<file path="config.mk">
export PLATFORM = sky130hd
export DESIGN_NAME = atmega_io_master_flat
export DESIGN_NICKNAME = d
export VERILOG_FILES = /design/src/rtl/atmega_io_master_if.sv /design/src/rtl/atmega_io_master.sv /design/src/flat_wrapper.sv
export SDC_FILE = /design/constraint.sdc
export NUM_CORES = 1
export LEC_CHECK = 0
export CORE_MARGIN = 8
export CORE_UTILIZATION = 41
export CTS_BUF_LIST = sky130_fd_sc_hd__clkbuf_16
export DETAILED_ROUTE_END_ITERATION = 7
export PLACE_DENSITY = 0.82
export SETUP_SLACK_MARGIN = 0.02
export SYNTH_ARGS = -nofsm -noshare
export SYNTH_HDL_FRONTEND = slang
export SYNTH_SLANG_ARGS = --single-unit
</file>
<file path="constraint.sdc">
create_clock -name clk -period 2 [get_ports clk]
set_input_delay 0.6 -clock clk [delete_from_list [all_inputs] [get_ports clk]]
set_output_delay 0.6 -clock clk [all_outputs]
set_load 0.01 [all_outputs]
</file>
<file path="src/rtl/atmega_io_master_if.sv">
// -----------------------------------------------------------------------------
// atmega_io_master_if
// Bundles the host command/response channels and the ATmega-style IO register
// bus driven by atmega_io_master.
//
// Valid/ready semantics (cmd and rsp channels): a transfer happens on a rising
// clk edge where valid & ready are both high. A source holds valid and its
// payload stable until that edge. A sink may assert or drop ready freely.
//
// Signals:
//   cmd_valid/cmd_ready/cmd_op/cmd_addr/cmd_data/cmd_mask  host command
//   rsp_valid/rsp_ready/rsp_data/rsp_err                   host response
//   io_addr/io_wr/io_rd/io_wdata/io_rdata                  IO register bus
//   busy       master is not idle
//   dbg_state  master FSM state (IDLE=0, RD=1, WR=2, RESP=3)
// Modports:
//   master - the bus initiator (atmega_io_master)
//   slave  - the host and the peripherals seen from the other side
// -----------------------------------------------------------------------------
interface atmega_io_master_if #(
  parameter int BUS_ADDR_DATA_LEN = 8,
  parameter int BUS_WIDTH         = 8
);
  logic                         cmd_valid;
  logic                         cmd_ready;
  logic [2:0]                   cmd_op;
  logic [BUS_ADDR_DATA_LEN-1:0] cmd_addr;
  logic [BUS_WIDTH-1:0]         cmd_data;
  logic [BUS_WIDTH-1:0]         cmd_mask;

  logic                         rsp_valid;
  logic                         rsp_ready;
  logic [BUS_WIDTH-1:0]         rsp_data;
  logic                         rsp_err;

  logic [BUS_ADDR_DATA_LEN-1:0] io_addr;
  logic                         io_wr;
  logic                         io_rd;
  logic [BUS_WIDTH-1:0]         io_wdata;
  logic [BUS_WIDTH-1:0]         io_rdata;

  logic                         busy;
  logic [1:0]                   dbg_state;

  modport master (
    input  cmd_valid, cmd_op, cmd_addr, cmd_data, cmd_mask,
    input  rsp_ready, io_rdata,
    output cmd_ready, rsp_valid, rsp_data, rsp_err,
    output io_addr, io_wr, io_rd, io_wdata,
    output busy, dbg_state
  );

  modport slave (
    output cmd_valid, cmd_op, cmd_addr, cmd_data, cmd_mask,
    output rsp_ready, io_rdata,
    input  cmd_ready, rsp_valid, rsp_data, rsp_err,
    input  io_addr, io_wr, io_rd, io_wdata,
    input  busy, dbg_state
  );
endinterface

</file>
<file path="src/rtl/atmega_io_master.sv">
// -----------------------------------------------------------------------------
// atmega_io_master
// Bus initiator for the ATmega-style IO register bus. Takes one host command at
// a time (WRITE, READ, SET, CLR, TOG, WRMASK), runs the IO bus cycles for it and
// returns exactly one response. Read-modify-write ops keep the bus to
// themselves from the read strobe to the write strobe, so they are atomic.
//
// Ports:
//   clk  clock
//   rst  synchronous, active-high reset
//   bus  atmega_io_master_if.master: cmd/rsp channels, IO bus, busy, dbg_state
//
// Parameters:
//   BUS_ADDR_DATA_LEN  address width
//   BUS_WIDTH          data width
//   RD_LATENCY         extra io_rd cycles before read data is sampled (0..3)
//
// Build option:
//   ATMEGA_IO_MASTER_RMW_EN  when defined, ops 2-5 (SET/CLR/TOG/WRMASK) are
//                            built; otherwise they are answered as illegal ops.
//
// All outputs are registered except cmd_ready = (state == IDLE) & ~rst.
// -----------------------------------------------------------------------------
module atmega_io_master #(
  parameter int BUS_ADDR_DATA_LEN = 8,
  parameter int BUS_WIDTH         = 8,
  parameter int RD_LATENCY        = 0
) (
  input logic                clk,
  input logic                rst,
  atmega_io_master_if.master bus
);

  localparam logic [2:0] OP_WRITE  = 3'd0;
  localparam logic [2:0] OP_READ   = 3'd1;
`ifdef ATMEGA_IO_MASTER_RMW_EN
  localparam logic [2:0] OP_SET    = 3'd2;
  localparam logic [2:0] OP_CLR    = 3'd3;
  localparam logic [2:0] OP_TOG    = 3'd4;
  localparam logic [2:0] OP_WRMASK = 3'd5;
`endif

  // Value of the read counter on the cycle io_rdata is sampled.
  localparam logic [1:0] LAST_RD = 2'(RD_LATENCY);

  typedef enum logic [1:0] {
    IDLE = 2'd0,
    RD   = 2'd1,
    WR   = 2'd2,
    RESP = 2'd3
  } state_t;

  state_t                       state, state_d;
  logic [1:0]                   rd_cnt, rd_cnt_d;
  logic [BUS_ADDR_DATA_LEN-1:0] io_addr_q, io_addr_d;
  logic                         io_wr_q, io_wr_d;
  logic                         io_rd_q, io_rd_d;
  logic [BUS_WIDTH-1:0]         io_wdata_q, io_wdata_d;
  logic                         rsp_valid_q, rsp_valid_d;
  logic [BUS_WIDTH-1:0]         rsp_data_q, rsp_data_d;
  logic                         rsp_err_q, rsp_err_d;
  logic                         busy_q, busy_d;
  logic                         cmd_ready;
  logic                         accept;

`ifdef ATMEGA_IO_MASTER_RMW_EN
  logic [2:0]                   op_q, op_d;
  logic [BUS_WIDTH-1:0]         data_q, data_d;
  logic [BUS_WIDTH-1:0]         mask_q, mask_d;

  function automatic logic [BUS_WIDTH-1:0] modify(
    input logic [2:0]           op,
    input logic [BUS_WIDTH-1:0] r,
    input logic [BUS_WIDTH-1:0] d,
    input logic [BUS_WIDTH-1:0] m
  );
    case (op)
      OP_SET:    modify = r | d;
      OP_CLR:    modify = r & ~d;
      OP_TOG:    modify = r ^ d;
      OP_WRMASK: modify = (r & ~m) | (d & m);
      default:   modify = r;
    endcase
  endfunction
`endif

  assign cmd_ready = (state == IDLE) & ~rst;
  assign accept    = bus.cmd_valid & cmd_ready;

  // Next-state and next-output logic. Strobes default low so that each
  // strobe cycle is explicitly requested by the state that needs it.
  always_comb begin
    state_d     = state;
    rd_cnt_d    = rd_cnt;
    io_addr_d   = io_addr_q;
    io_wr_d     = 1'b0;
    io_rd_d     = 1'b0;
    io_wdata_d  = io_wdata_q;
    rsp_valid_d = rsp_valid_q;
    rsp_data_d  = rsp_data_q;
    rsp_err_d   = rsp_err_q;
`ifdef ATMEGA_IO_MASTER_RMW_EN
    op_d        = op_q;
    data_d      = data_q;
    mask_d      = mask_q;
`endif

    case (state)
      IDLE: begin
        if (accept) begin
          io_addr_d = bus.cmd_addr;
`ifdef ATMEGA_IO_MASTER_RMW_EN
          op_d      = bus.cmd_op;
          data_d    = bus.cmd_data;
          mask_d    = bus.cmd_mask;
`endif
          case (bus.cmd_op)
            OP_WRITE: begin
              state_d    = WR;
              io_wr_d    = 1'b1;
              io_wdata_d = bus.cmd_data;
            end
`ifdef ATMEGA_IO_MASTER_RMW_EN
            OP_READ, OP_SET, OP_CLR, OP_TOG, OP_WRMASK: begin
`else
            OP_READ: begin
`endif
              state_d  = RD;
              io_rd_d  = 1'b1;
              rd_cnt_d = 2'd0;
            end
            default: begin
              // Illegal or not-built op: answer straight away, no bus cycle.
              state_d     = RESP;
              rsp_valid_d = 1'b1;
              rsp_err_d   = 1'b1;
              rsp_data_d  = '0;
            end
          endcase
        end
      end

      RD: begin
        if (rd_cnt == LAST_RD) begin
`ifdef ATMEGA_IO_MASTER_RMW_EN
          if (op_q != OP_READ) begin
            // The modified value goes straight into the write-data register
            // so the write strobe follows the last read strobe back to back.
            state_d    = WR;
            io_wr_d    = 1'b1;
            io_wdata_d = modify(op_q, bus.io_rdata, data_q, mask_q);
          end else begin
            state_d     = RESP;
            rsp_valid_d = 1'b1;
            rsp_err_d   = 1'b0;
            rsp_data_d  = bus.io_rdata;
          end
`else
          state_d     = RESP;
          rsp_valid_d = 1'b1;
          rsp_err_d   = 1'b0;
          rsp_data_d  = bus.io_rdata;
`endif
        end else begin
          rd_cnt_d = rd_cnt + 2'd1;
          io_rd_d  = 1'b1;
        end
      end

      WR: begin
        state_d     = RESP;
        rsp_valid_d = 1'b1;
        rsp_err_d   = 1'b0;
        rsp_data_d  = io_wdata_q;
      end

      RESP: begin
        if (bus.rsp_ready) begin
          state_d     = IDLE;
          rsp_valid_d = 1'b0;
        end
      end

      default: state_d = IDLE;
    endcase

    busy_d = (state_d != IDLE);
  end

  always_ff @(posedge clk) begin
    if (rst) begin
      state       <= IDLE;
      rd_cnt      <= 2'd0;
      io_addr_q   <= '0;
      io_wr_q     <= 1'b0;
      io_rd_q     <= 1'b0;
      io_wdata_q  <= '0;
      rsp_valid_q <= 1'b0;
      rsp_data_q  <= '0;
      rsp_err_q   <= 1'b0;
      busy_q      <= 1'b0;
`ifdef ATMEGA_IO_MASTER_RMW_EN
      op_q        <= 3'd0;
      data_q      <= '0;
      mask_q      <= '0;
`endif
    end else begin
      state       <= state_d;
      rd_cnt      <= rd_cnt_d;
      io_addr_q   <= io_addr_d;
      io_wr_q     <= io_wr_d;
      io_rd_q     <= io_rd_d;
      io_wdata_q  <= io_wdata_d;
      rsp_valid_q <= rsp_valid_d;
      rsp_data_q  <= rsp_data_d;
      rsp_err_q   <= rsp_err_d;
      busy_q      <= busy_d;
`ifdef ATMEGA_IO_MASTER_RMW_EN
      op_q        <= op_d;
      data_q      <= data_d;
      mask_q      <= mask_d;
`endif
    end
  end

  assign bus.cmd_ready = cmd_ready;
  assign bus.rsp_valid = rsp_valid_q;
  assign bus.rsp_data  = rsp_data_q;
  assign bus.rsp_err   = rsp_err_q;
  assign bus.io_addr   = io_addr_q;
  assign bus.io_wr     = io_wr_q;
  assign bus.io_rd     = io_rd_q;
  assign bus.io_wdata  = io_wdata_q;
  assign bus.busy      = busy_q;
  assign bus.dbg_state = state;

endmodule

</file>
<file path="src/flat_wrapper.sv">
// flat-port wrapper written by rule: the top's interface ports become plain ports
module atmega_io_master_flat 
#(
  parameter int BUS_ADDR_DATA_LEN = 8,
  parameter int BUS_WIDTH         = 8,
  parameter int RD_LATENCY        = 0
)
  (clk, rst, bus_cmd_valid, bus_cmd_op, bus_cmd_addr, bus_cmd_data, bus_cmd_mask, bus_rsp_ready, bus_io_rdata, bus_cmd_ready, bus_rsp_valid, bus_rsp_data, bus_rsp_err, bus_io_addr, bus_io_wr, bus_io_rd, bus_io_wdata, bus_busy, bus_dbg_state);
  atmega_io_master_if #(.BUS_ADDR_DATA_LEN(BUS_ADDR_DATA_LEN), .BUS_WIDTH(BUS_WIDTH)) bus_i ();
  input logic clk;
  input logic rst;
  input wire logic [$bits(bus_i.cmd_valid)-1:0] bus_cmd_valid;
  input wire logic [$bits(bus_i.cmd_op)-1:0] bus_cmd_op;
  input wire logic [$bits(bus_i.cmd_addr)-1:0] bus_cmd_addr;
  input wire logic [$bits(bus_i.cmd_data)-1:0] bus_cmd_data;
  input wire logic [$bits(bus_i.cmd_mask)-1:0] bus_cmd_mask;
  input wire logic [$bits(bus_i.rsp_ready)-1:0] bus_rsp_ready;
  input wire logic [$bits(bus_i.io_rdata)-1:0] bus_io_rdata;
  output wire logic [$bits(bus_i.cmd_ready)-1:0] bus_cmd_ready;
  output wire logic [$bits(bus_i.rsp_valid)-1:0] bus_rsp_valid;
  output wire logic [$bits(bus_i.rsp_data)-1:0] bus_rsp_data;
  output wire logic [$bits(bus_i.rsp_err)-1:0] bus_rsp_err;
  output wire logic [$bits(bus_i.io_addr)-1:0] bus_io_addr;
  output wire logic [$bits(bus_i.io_wr)-1:0] bus_io_wr;
  output wire logic [$bits(bus_i.io_rd)-1:0] bus_io_rd;
  output wire logic [$bits(bus_i.io_wdata)-1:0] bus_io_wdata;
  output wire logic [$bits(bus_i.busy)-1:0] bus_busy;
  output wire logic [$bits(bus_i.dbg_state)-1:0] bus_dbg_state;
  assign bus_i.cmd_valid = bus_cmd_valid;
  assign bus_i.cmd_op = bus_cmd_op;
  assign bus_i.cmd_addr = bus_cmd_addr;
  assign bus_i.cmd_data = bus_cmd_data;
  assign bus_i.cmd_mask = bus_cmd_mask;
  assign bus_i.rsp_ready = bus_rsp_ready;
  assign bus_i.io_rdata = bus_io_rdata;
  assign bus_cmd_ready = bus_i.cmd_ready;
  assign bus_rsp_valid = bus_i.rsp_valid;
  assign bus_rsp_data = bus_i.rsp_data;
  assign bus_rsp_err = bus_i.rsp_err;
  assign bus_io_addr = bus_i.io_addr;
  assign bus_io_wr = bus_i.io_wr;
  assign bus_io_rd = bus_i.io_rd;
  assign bus_io_wdata = bus_i.io_wdata;
  assign bus_busy = bus_i.busy;
  assign bus_dbg_state = bus_i.dbg_state;
  atmega_io_master #(.BUS_ADDR_DATA_LEN(BUS_ADDR_DATA_LEN), .BUS_WIDTH(BUS_WIDTH), .RD_LATENCY(RD_LATENCY)) u_core (.clk(clk), .rst(rst), .bus(bus_i));
endmodule
</file>
# After elaboration in Yosys (flattened, before gate mapping)
# Index checks and enable logic that the tools add are counted.
[classes] n_addsub=1 n_eq_ne=10 n_mux=25 n_bitwise=5 n_reduce_logical=13
[op_table] op="two-way mux 8 bit" count=3
[op_table] op="one-hot mux 8 bit (3 select lines)" count=1
[op_table] op="two-way mux 2 bit" count=6
[op_table] op="AND reduction 4 bit" count=3
[op_table] op="two-way mux 1 bit" count=9
[op_table] op="!= test 2 bit (second input constant)" count=4
[op_table] op="one-hot mux 2 bit (2 select lines)" count=2
[op_table] op="one-hot mux 2 bit (4 select lines)" count=1
[op_table] op="== test 2 bit (second input constant)" count=2
[op_table] op="zero test 2 bit" count=2
[op_table] op="!= test 2 x 1 -> 1 bit (second input constant)" count=2
[op_table] op="one-hot mux 1 bit (4 select lines)" count=1
[op_table] op="nonzero test 2 bit" count=2
[op_table] op="== test 3 x 1 -> 1 bit (second input constant)" count=1
[op_table] op="zero test 3 bit" count=1
[op_table] op="NOT 1 bit" count=3
[op_table] op="one-hot mux 1 bit (3 select lines)" count=1
[op_table] op="AND reduction 3 bit" count=1
[op_table] op="nonzero test 3 bit" count=1
[op_table] op="OR reduction 3 bit" count=1
[op_table] op="adder 2 x 1 -> 2 bit (second input constant)" count=1
[op_table] op="bitwise AND 1 bit" count=2
[op_table] op="== test 2 x 1 -> 1 bit (second input constant)" count=1
[op_table] op="one-hot mux 1 bit (2 select lines)" count=1
[op_table] op="other kinds (2)" count=2
[word_totals] reg_bits=33 elab_cells=64

# Longest topological paths before layout
[logic_depth] ltp_word=6 mapped_depth=7

# Least setup slack after synthesis
# Ideal clock, no wire load.
[synth_path] path_kind="register -> output" startpoint="register u_core.state[1], in the netlist u_core.bus.dbg_state[1]" endpoint="output bus_cmd_ready" arrival_time_ps=1039 required_time_ps=1400 slack_ps=361 path_stages_with_launch=5 cell_sequence="dfxtp_1 inv_1 ha_1 buf_2 nor2b_1"
[synth_between] elab_chain_cells=2
[synth_lines] element="start, declared" line="atmega_io_master.sv:53" source="state_t state, state_d;"
[synth_lines] element="start signal, assigned" line="atmega_io_master.sv:208" source="state <= state_d;"
[synth_lines] element="zero test 2 bit" line="atmega_io_master.sv:87" source="assign cmd_ready = (state == IDLE) & ~rst;"
[synth_lines] element="bitwise AND 1 bit" line="atmega_io_master.sv:87"
[synth_lines] element="end, declared" line="flat_wrapper.sv:19" source="output wire logic [$bits(bus_i.cmd_ready)-1:0] bus_cmd_ready;"
# No other way between the ends.

# Worst setup path in the final report
[layout_path] startpoint="input rst" endpoint="register u_core.busy_q, in the netlist u_core.bus.busy"
[layout_between] elab_chain_cells=6
[layout_lines] element="start, declared" line="flat_wrapper.sv:11" source="input logic rst;"
[layout_lines] element="NOT 1 bit" line="atmega_io_master.sv:87"
[layout_lines] element="bitwise AND 1 bit" line="atmega_io_master.sv:87"
[layout_lines] element="bitwise AND 1 bit" line="atmega_io_master.sv:88" source="assign accept = bus.cmd_valid & cmd_ready;"
[layout_lines] element="two-way mux 2 bit" line="atmega_io_master.sv:110" source="if (accept) begin"
[layout_lines] element="one-hot mux 2 bit (4 select lines)" line="atmega_io_master.sv:108" source="case (state)"
[layout_lines] element="nonzero test 2 bit" line="atmega_io_master.sv:187" source="busy_d = (state_d != IDLE);"
[layout_lines] element="end signal, assigned" line="atmega_io_master.sv:217" source="busy_q <= busy_d;"
[layout_lines] element="end, declared" line="atmega_io_master.sv:62" source="logic busy_q, busy_d;"
# Parallel ways exist; a longest one is shown, timed or not.
# A chain may end at the register's enable or synchronous reset.

==> reports/qor.yml <==
drive_above_1_share_pct: 9.35
area_delta_synth_final_pct: 57.0
power.total_mw: 2.76
regToRegStartpoint: "u_core.rd_cnt[0]$_SDFFE_PP0P_"
r2r_end: "u_core.bus.rsp_err$_SDFFE_PP0P_"
status: "completed"
required_ps: 2150
max_clock_freq_mhz: 532
grt_pass1_vias: 1481
synthMostInstantiatedCell: "dfxtp_1"
synthMuxAreaShare_pct: 5.23
antenna_found_initial: 0
synth_top_family_by_area: "simple AND/OR/NAND/NOR gates"
track_usage_pct: 14.5
synthTopCellsByCount: "33 x dfxtp_1, 21 x nand2_1, 20 x a21oi_1"
drv_cap: 0
synth-main-ff-cell: "dfxtp_1"
synthAdderAreaFrac_pct: 4.91
die_y_um: 77.1
postSynth.asyncResetShare_pct: 0
synth_compound_area_share_pct: 19.8
yosysTopAreaCellShare_pct: 43.2
rr_worst_depth: 7
seq_area_frac_synth_pct: 43.2
grt_overflow: 0
cts_tree: "done"
tightest_slew_ps: 391
drtIter0Drc: 64
syn-instance-count: 175
ff2ff_setup_slack_ps: 380
path_cells: "clkdlybuf4s50_1 > buf_4 > nor4b_4 > nand3b_1 > buf_4 > a21boi_2 > o31ai_1"
syn_area_um2: 1530
path_class: "input pin to flop"
post-dp-hpwl_mm: 3.15
fin_skew_ps: 2.78
final_util_pct: 66.1
cts_root_buf: "clkbuf_16"
period_minus_slack_ps: 1880
total_leakage_power_nw: 0.962
synth_seq_cells: 33
place_inst: 286
post-place-ws_ps: -275
clk_pin_slew_ps: 50
ant_nets: 0
end_kind: "flop"
clockBufferDepth: 2
rsz0062_at_grt: "no"
ioPinCount: 71
ys_warn_count: 0
initial_utilization_pct: 42.1
cts-buffers-inserted: 5
hold_class: "flop to flop"
clock_sinks: 33
synth-edff-count: 0
setup-violations-final: 0
io_buffer_count: 62
fin_ws_ps: 120
final_cells: 294
peakVddDrop_v: 0.000903
max_slew_margin_pct: 73.9
holdWs_ps: 454
chipWidth_um: 77.1
routabilityCongestion: 0.787
worstPathMaxFanout: 11
worstPathArrival_ps: 2020
num_vias: 1489
slowest_delay_ps: 420
yosysTopAreaCell: "dfxtp_1"
drc: 0
routed_wl_mm: 4.28
cp-endpoint: "u_core.bus.busy$_SDFF_PP0_"
final_cell_area_um2: 2400
critPathLaunchType: "input pin"
avgSynthCellArea_um2: 8.74
synth-simple-area-share_pct: 21.0
core_um2: 3630
final_nets: 290
die_area_um2: 5940
rows: 22
drv_slew: 0
yosysUniqueCellTypes: 33
cpMostUsedCell: "buf_4"
synth.net_count: 220
antenna_cells: 0
htree_levels: 2
power_density_nw_per_um2: 1150
postPlaceCellArea_um2: 2240
finalHoldViolations: 0
clk_latency_ps: 270
yosys-top-cells-area: "dfxtp_1 43%, a21oi_1 6.5%, mux2i_1 5.2%"
synth-xor-area-share_pct: 0
tns_ps: 0
grt_pass1_wl_mm: 7.19
routedWlPerCell_um: 14.5
period_share_pct: 94.0
slowest_stage: "clkdlybuf4s50_1"
critPathLaunch: "rst"
grt_max_degree: 26
vias_per_cell: 5.06
firstDrtPassIters: 4
[registers in the layout, indices dropped and copies added, names as in the netlist]
name	count
u_core.bus.busy	1
u_core.bus.dbg_state	2
u_core.bus.io_addr	8
u_core.bus.io_rd	1
u_core.bus.io_wdata	8
u_core.bus.io_wr	1
u_core.bus.rsp_data	8
u_core.bus.rsp_err	1
u_core.bus.rsp_valid	1
u_core.rd_cnt	2
[cell usage in the layout, fill, tap and decap left out, types with 2 or more instances in the layout]
cell / netlist / layout
inv_1: 7 / 8
a21oi_1: 20 / 20
nor2b_1: 2 / 2
clkdlybuf4s50_1: 0 / 61
buf_4: 0 / 13
o21ai_1: 2 / 2
a22o_1: 8 / 8
nand4_1: 9 / 9
nor2_1: 10 / 10
dfxtp_1: 33 / 33
nand3b_1: 2 / 2
o31a_1: 2 / 2
nand2_1: 21 / 21
o21ai_0: 10 / 10
nor3b_1: 2 / 2
mux2i_1: 8 / 8
clkbuf_16: 0 / 5
ha_1: 6 / 6
nand3_1: 3 / 3
nand2b_1: 5 / 5
[worst max-delay path: cells and delay by family]
kind	cells	cell delay, ps
compound gates	2	230
buf+inv	3	810
simple gates	2	370
[how the worst min path moves through the flow]
stage                                  startpoint                                  to  slack [ps]  depth (start not counted)
4_1_cts        u_core.bus.io_addr[2]$_SDFFE_PP0P_  u_core.bus.io_addr[2]$_SDFFE_PP0P_         450                          2
2_1_floorplan       u_core.rd_cnt[1]$_SDFFE_PP0P_       u_core.rd_cnt[1]$_SDFFE_PP0P_         480                          2
3_3_place_gp   u_core.bus.io_addr[0]$_SDFFE_PP0P_  u_core.bus.io_addr[0]$_SDFFE_PP0P_         440                          2
6_report       u_core.bus.io_addr[2]$_SDFFE_PP0P_  u_core.bus.io_addr[2]$_SDFFE_PP0P_         450                          2
3_5_place_dp   u_core.bus.io_addr[2]$_SDFFE_PP0P_  u_core.bus.io_addr[2]$_SDFFE_PP0P_         450                          2
5_1_grt        u_core.bus.io_addr[7]$_SDFFE_PP0P_  u_core.bus.io_addr[7]$_SDFFE_PP0P_         480                          2
[where the power goes]
| part | switching, mW | total, mW | internal [mW] |
|---|---|---|---|
| Combinational | 0.599 | 1.12 | 0.525 |
| Clock | 0.267 | 0.845 | 0.578 |
| Sequential | 0.0443 | 0.795 | 0.751 |
[final cells by class]
class                   count  area, µm²
inverters                   7       26.3
flip-flops and latches     33        661
repair buffers             75        713
clock inverters             3       37.5
fillers                   321       1230
well taps                  48       60.1
clock buffers               5        125
multi-input cells         123        779
[per-layer routing]
layer	track usage [%]	vias to the layer above	wire, µm
li1	-	758	-
met2	22.4	63	1910
met1	16.5	662	1860
met3	7.46	6	439
met5	0	-	0
met4	5.47	0	67
[repair_timing]
action	in CTS	in global routing
setup buffers	0	0
gates resized for setup	3	1
hold buffers	0	0
setup endpoints to repair	1	1
gates cloned	0	0
[logic make-up (layout without fill, tap and decap cells)]
family,Yosys count,after routing
buffers and inverters,19,90
multiplexers,8,8
adder cells (fa/ha/maj),6,6
flip-flops,33,33
AO/OA/AOI/OAI,49,49
AND/OR/NAND/NOR,60,60
Note: power is estimated with default switching activity, not from simulation.
